## config.mk

```make
export PLATFORM = sky130hd
export DESIGN_NAME = led_animator
export DESIGN_NICKNAME = d
export VERILOG_FILES = /design/src/rtl/led_anim_pkg.sv /design/src/rtl/led_step_timer.sv /design/src/rtl/led_animator.sv
export SDC_FILE = /design/constraint.sdc
export NUM_CORES = 1
export LEC_CHECK = 0
export ABC_CLOCK_PERIOD_IN_PS = 3450
export CAP_MARGIN = 20
export CELL_PAD_IN_SITES_DETAIL_PLACEMENT = 1
export CELL_PAD_IN_SITES_GLOBAL_PLACEMENT = 1
export CORE_MARGIN = 2
export CORE_UTILIZATION = 48
export DETAILED_ROUTE_END_ITERATION = 12
export PLACE_DENSITY_LB_ADDON = 0.1
export SLEW_MARGIN = 20
export SYNTH_ARGS = -nofsm -noshare
export SYNTH_HDL_FRONTEND = slang
export SYNTH_SLANG_ARGS = --single-unit
```

## constraint.sdc

```tcl
create_clock -name clk -period 3.45 [get_ports clk]
set_input_delay 0.345 -clock clk [delete_from_list [all_inputs] [get_ports clk]]
set_output_delay 0.345 -clock clk [all_outputs]
set_load 0.01 [all_outputs]
```

## src/rtl/led_anim_pkg.sv

```systemverilog
// rtl/led_anim_pkg.sv - shared constants for the LED animator (optional build macro: LED_ACTIVE_LOW_EN)
package led_anim_pkg;

  localparam int LED_W = 8;

  localparam logic [1:0] MODE_WALK_L   = 2'd0;
  localparam logic [1:0] MODE_WALK_R   = 2'd1;
  localparam logic [1:0] MODE_PINGPONG = 2'd2;
  localparam logic [1:0] MODE_BAR      = 2'd3;

  localparam logic [LED_W-1:0] START_WALK_L   = 8'h01;
  localparam logic [LED_W-1:0] START_WALK_R   = 8'h80;
  localparam logic [LED_W-1:0] START_PINGPONG = 8'h01;
  localparam logic [LED_W-1:0] START_BAR      = 8'h00;

  // Pattern shown on the first cycle of a (re)started animation
  function automatic logic [LED_W-1:0] start_pattern(input logic [1:0] m);
    case (m)
      MODE_WALK_L:   start_pattern = START_WALK_L;
      MODE_WALK_R:   start_pattern = START_WALK_R;
      MODE_PINGPONG: start_pattern = START_PINGPONG;
      default:       start_pattern = START_BAR;
    endcase
  endfunction

endpackage

```

## src/rtl/led_step_timer.sv

```systemverilog
// rtl/led_step_timer.sv - prescaler producing a one-cycle step pulse every STEP_CYCLES clocks
module led_step_timer #(
  parameter int STEP_CYCLES = 25,
  parameter int CNT_W       = 20
) (
  input  logic clk,
  input  logic rst,
  input  logic clear,
  output logic step
);

  localparam logic [CNT_W-1:0] LAST = CNT_W'(STEP_CYCLES - 1);

  logic [CNT_W-1:0] count;

  assign step = (count == LAST);

  // Count 0..STEP_CYCLES-1 and wrap; clear restarts the step from zero
  always_ff @(posedge clk or posedge rst) begin
    if (rst) begin
      count <= '0;
    end else if (clear || step) begin
      count <= '0;
    end else begin
      count <= count + 1'b1;
    end
  end

endmodule

```

## src/rtl/led_animator.sv

```systemverilog
// rtl/led_animator.sv - 8-LED pattern engine; define LED_ACTIVE_LOW_EN to invert led_out
module led_animator
  import led_anim_pkg::*;
#(
  parameter int STEP_CYCLES = 25,
  parameter int CNT_W       = 20
) (
  input  logic             clk,
  input  logic             rst,
  input  logic [1:0]       mode,
  output logic [LED_W-1:0] led_out
);

  logic [1:0]       mode_q;
  logic             started;
  logic             dir;      // 0 = left / fill, 1 = right / drain
  logic [LED_W-1:0] pattern;
  logic             hold;
  logic             step;

  // hold is written as a positive match so an unknown mode falls into the
  // load branch and the start pattern of the now-known mode is reloaded
  assign hold = started && (mode == mode_q);

  led_step_timer #(
    .STEP_CYCLES(STEP_CYCLES),
    .CNT_W      (CNT_W)
  ) u_timer (
    .clk  (clk),
    .rst  (rst),
    .clear(~hold),
    .step (step)
  );

  // Mode latch plus pattern next-state; a mode (re)load beats a coincident step
  always_ff @(posedge clk or posedge rst) begin
    if (rst) begin
      mode_q  <= MODE_WALK_L;
      started <= 1'b0;
      dir     <= 1'b0;
      pattern <= '0;
    end else begin
      mode_q  <= mode;
      started <= 1'b1;
      if (hold) begin
        if (step) begin
          case (mode_q)
            MODE_WALK_L: pattern <= {pattern[6:0], pattern[7]};
            MODE_WALK_R: pattern <= {pattern[0], pattern[7:1]};
            MODE_PINGPONG: begin
              if (!dir) begin
                pattern <= pattern << 1;
                if (pattern == 8'h40) dir <= 1'b1;
              end else begin
                pattern <= pattern >> 1;
                if (pattern == 8'h02) dir <= 1'b0;
              end
            end
            default: begin
              if (!dir) begin
                pattern <= {pattern[6:0], 1'b1};
                if (pattern == 8'h7F) dir <= 1'b1;
              end else begin
                pattern <= {1'b0, pattern[7:1]};
                if (pattern == 8'h01) dir <= 1'b0;
              end
            end
          endcase
        end
      end else begin
        pattern <= start_pattern(mode);
        dir     <= 1'b0;
      end
    end
  end

`ifdef LED_ACTIVE_LOW_EN
  assign led_out = ~pattern;
`else
  assign led_out = pattern;
`endif

endmodule

```

==> results_dict.tcl <==
set metrics [dict create \
    status "finished clean" \
    p_leak_nw 0.752 \
    crit_path_end_kind "flop" \
    ir_worst_vdd_uv 218 \
    register_area_um2 801 \
    port_buffers 11 \
    final-setup-viol-count 0 \
    start_util 0.509 \
    drt_iter0_markers 66 \
    totalWireLength_um 3650 \
    synth_cell_type_count 37 \
    synth_warnings 0 \
    powerDensity_nw_per_um2 388 \
    place.gp.congestion 0.763 \
    cts_made_buffers 5 \
    p_clk_frac 0.431 \
    finalHoldViolCount 0 \
    fin_cells 238 \
    period_needed_ps 2440 \
    ctsHoldBuffers 0 \
    swShare 0.224 \
    clock_latency_ps 340 \
    synth_area_um2 1730 \
    grt_start_max_net_pins 31 \
    dp_hpwl_um 2630 \
    clock_path_buffers 2 \
    critPathCapture "u_timer.count[15]" \
    internal_power_mw 0.590 \
    dieArea_um2 4090 \
    tightest_slew_ps 685 \
    cts-resized-gates 0 \
    antenna_found_initial 0 \
    drcViolationCount 0 \
    multiInputGateArea_um2 860 \
    fmax_mhz 411 \
    place_inst 230 \
    fin_ws_ps 1010 \
    min_period_over_period 0.706 \
    cts_root_buf "clkbuf_4" \
    grt.total_usage 0.209 \
    seq_power_share 0.510 \
    ys_seq_area_frac 0.464 \
    fin_nets 197 \
    overflow 0 \
    regToRegSetupSlack_ps 1010 \
    clkSinkCount 32 \
    startpoint_type "flop" \
    cts.reportedPaths.clkPinSlew_ps 110 \
    place_ws_ps 1020 \
    power_frac_comb 0.059 \
    detail_route.wl_per_cell_um 15.3 \
    via_per_inst 5.63 \
    synth_seq_cells 32 \
    n_antenna_cell 0 \
    cap_violations 0 \
    grt_pass1_wl_um 6620 \
    syn_nets 186 \
    power.total_mw 0.760 \
    cts_tree "yes" \
    layout-drive-gt1-share 0.0833 \
    ioPinCount 12 \
    avgSynthCellArea_um2 9.59 \
    maxSlewHeadroom 0.543 \
    ant_nets 0 \
    syn2layout_area_growth_pct 13.6 \
    finClkSkew_ps 8.72 \
    tns_ps 0 \
    nFillCells 392 \
    r2r_end "u_timer.count[15]" \
    arrival_ps 2630 \
    critPathKind "reg -> reg" \
    vias 1340 \
    worstPathRequired_ps 3650 \
    reg2reg_depth 7 \
    p_sw_mw 0.170 \
    synthCells 180 \
    rows 21 \
    htree_levels 2 \
    core-area_um2 3390 \
    slew_violations 0 \
    hp-class "in -> async" \
    critPathLaunch "u_timer.count[0]" \
    die_y_um 64.0 \
    first_pass_iters 4 \
    rr_startpoint "u_timer.count[0]" \
    die_w_um 64.0 \
    fin_util 0.578 \
    critPathMaxFanout 20 \
    grt_setup_unrepaired "no" \
    cts_setup_buffers 0 \
    grt_pass1_vias 1394 \
]
cells in the final DEF, fill, tap and decap left out, types with 2 or more instances in the layout:
cell type	n
nor3_2	3
clkbuf_4	5
dfrtp_1	32
nor4_1	5
nand3b_1	2
nor2_1	34
clkdlybuf4s50_1	11
mux2i_1	9
a211oi_1	7
clkbuf_8	2
inv_1	8
nand2_1	11
nand3_1	7
nor4b_1	2
ha_1	2
o21ai_0	2
nand4_1	5
xor2_1	8
a21oi_1	2
nor2b_1	2
nor3_1	4
xnor2_1	12
per-stage QoR:
| stage | instance area (um2) | hold slack, ps |
|---|---|---|
| 2_1_floorplan | 1730 | 376 |
| 4_1_cts | 1960 | 157 |
| 3_5_place_dp | 1870 | 527 |
| 6_report | 1960 | 164 |
| 3_3_place_gp | 1870 | 494 |
| 5_1_grt | 1960 | 173 |
metal layers:
layer	part of all wire	track usage
met1	0.49	0.278
met2	0.47	0.337
met3	0.026	0.0528
met4	0.0091	0.0571
met5	0	0
state kept, by name (all words and copies together), names as in the netlist:
signal	flops
u_timer.count	20
led_out	8
mode_q	2
dir	1
started	1
worst min-delay path by stage:
stage | end | slack [ps] | cells after the start
global placement | u_timer.count[0] | 490 | 1
detailed placement | led_out[2] | 530 | 2
floorplan | mode_q[0] | 380 | 0
global route | led_out[2] | 170 | 2
finish | led_out[1] | 160 | 2
CTS | led_out[2] | 160 | 2
synth_stat cells:
cell type | instances | area share
o21ai_0 | 2 | 0.0058
nor2b_1 | 2 | 0.0072
nand4_1 | 5 | 0.018
xnor2_1 | 12 | 0.061
a211oi_1 | 7 | 0.030
or4_1 | 1 | 0.0043
a31o_1 | 1 | 0.0051
inv_1 | 8 | 0.017
nor3_1 | 4 | 0.012
nand4bb_1 | 1 | 0.0065
xor2_1 | 8 | 0.041
nand2_1 | 11 | 0.024
nand3b_1 | 2 | 0.0087
a21oi_1 | 2 | 0.0058
buf_2 | 5 | 0.014
clkbuf_1 | 2 | 0.0043
or3_1 | 1 | 0.0036
conb_1 | 1 | 0.0022
buf_1 | 1 | 0.0022
nand2b_1 | 1 | 0.0036
and4_1 | 1 | 0.0051
ha_1 | 2 | 0.014
a2111oi_2 | 1 | 0.0087
o21ai_1 | 1 | 0.0029
o41ai_2 | 1 | 0.0094
nor4_1 | 5 | 0.018
dfrtp_1 | 32 | 0.46
nor2_1 | 34 | 0.074
nand3_1 | 7 | 0.020
and3_1 | 1 | 0.0036
nor4b_1 | 2 | 0.010
mux2i_2 | 1 | 0.0080
or4_4 | 1 | 0.0065
or2_1 | 1 | 0.0036
o311ai_0 | 1 | 0.0051
nor3_2 | 3 | 0.017
mux2i_1 | 9 | 0.052
worst max-delay path: stages (launching register included):
cell	delay, ps
dfrtp_1	450
inv_1	100
ha_1	140
nand4bb_1	100
nor4_1	150
and4_1	610
or2_1	630
nor2_1	120
kinds of logic after synthesis:
| logic type | count (synthesis) | synth area share |
|---|---|---|
| AOI/OAI and AO/OA | 16 | 0.0732 |
| xor gates and xnor gates | 20 | 0.101 |
| adders and majority gates | 2 | 0.0145 |
| buffers and inverters | 16 | 0.0384 |
| DFF | 32 | 0.464 |
| muxes | 10 | 0.0601 |
| other | 1 | 0.00217 |
| and+or+nand+nor | 83 | 0.246 |
power groups by stage:
stage	clock (mW)	sequential (mW)	combinational (mW)
floorplan	0	0.392	0.0327
global placement	0	0.394	0.0444
detailed placement	0	0.395	0.0459
CTS	0.336	0.388	0.0459
global route	0.347	0.389	0.0510
finish	0.327	0.388	0.0447
final cells by class:
type | count | share of cell area
Clock buffer | 7 | 0.0332
Clock inverter | 1 | 0.0153
Inverter | 8 | 0.0153
Multi-Input combinational cell | 132 | 0.438
Sequential cell | 32 | 0.408
Tap cell | 46 | 0.0294
Timing Repair Buffer | 12 | 0.0600
Power figures use the tool's default switching activity.
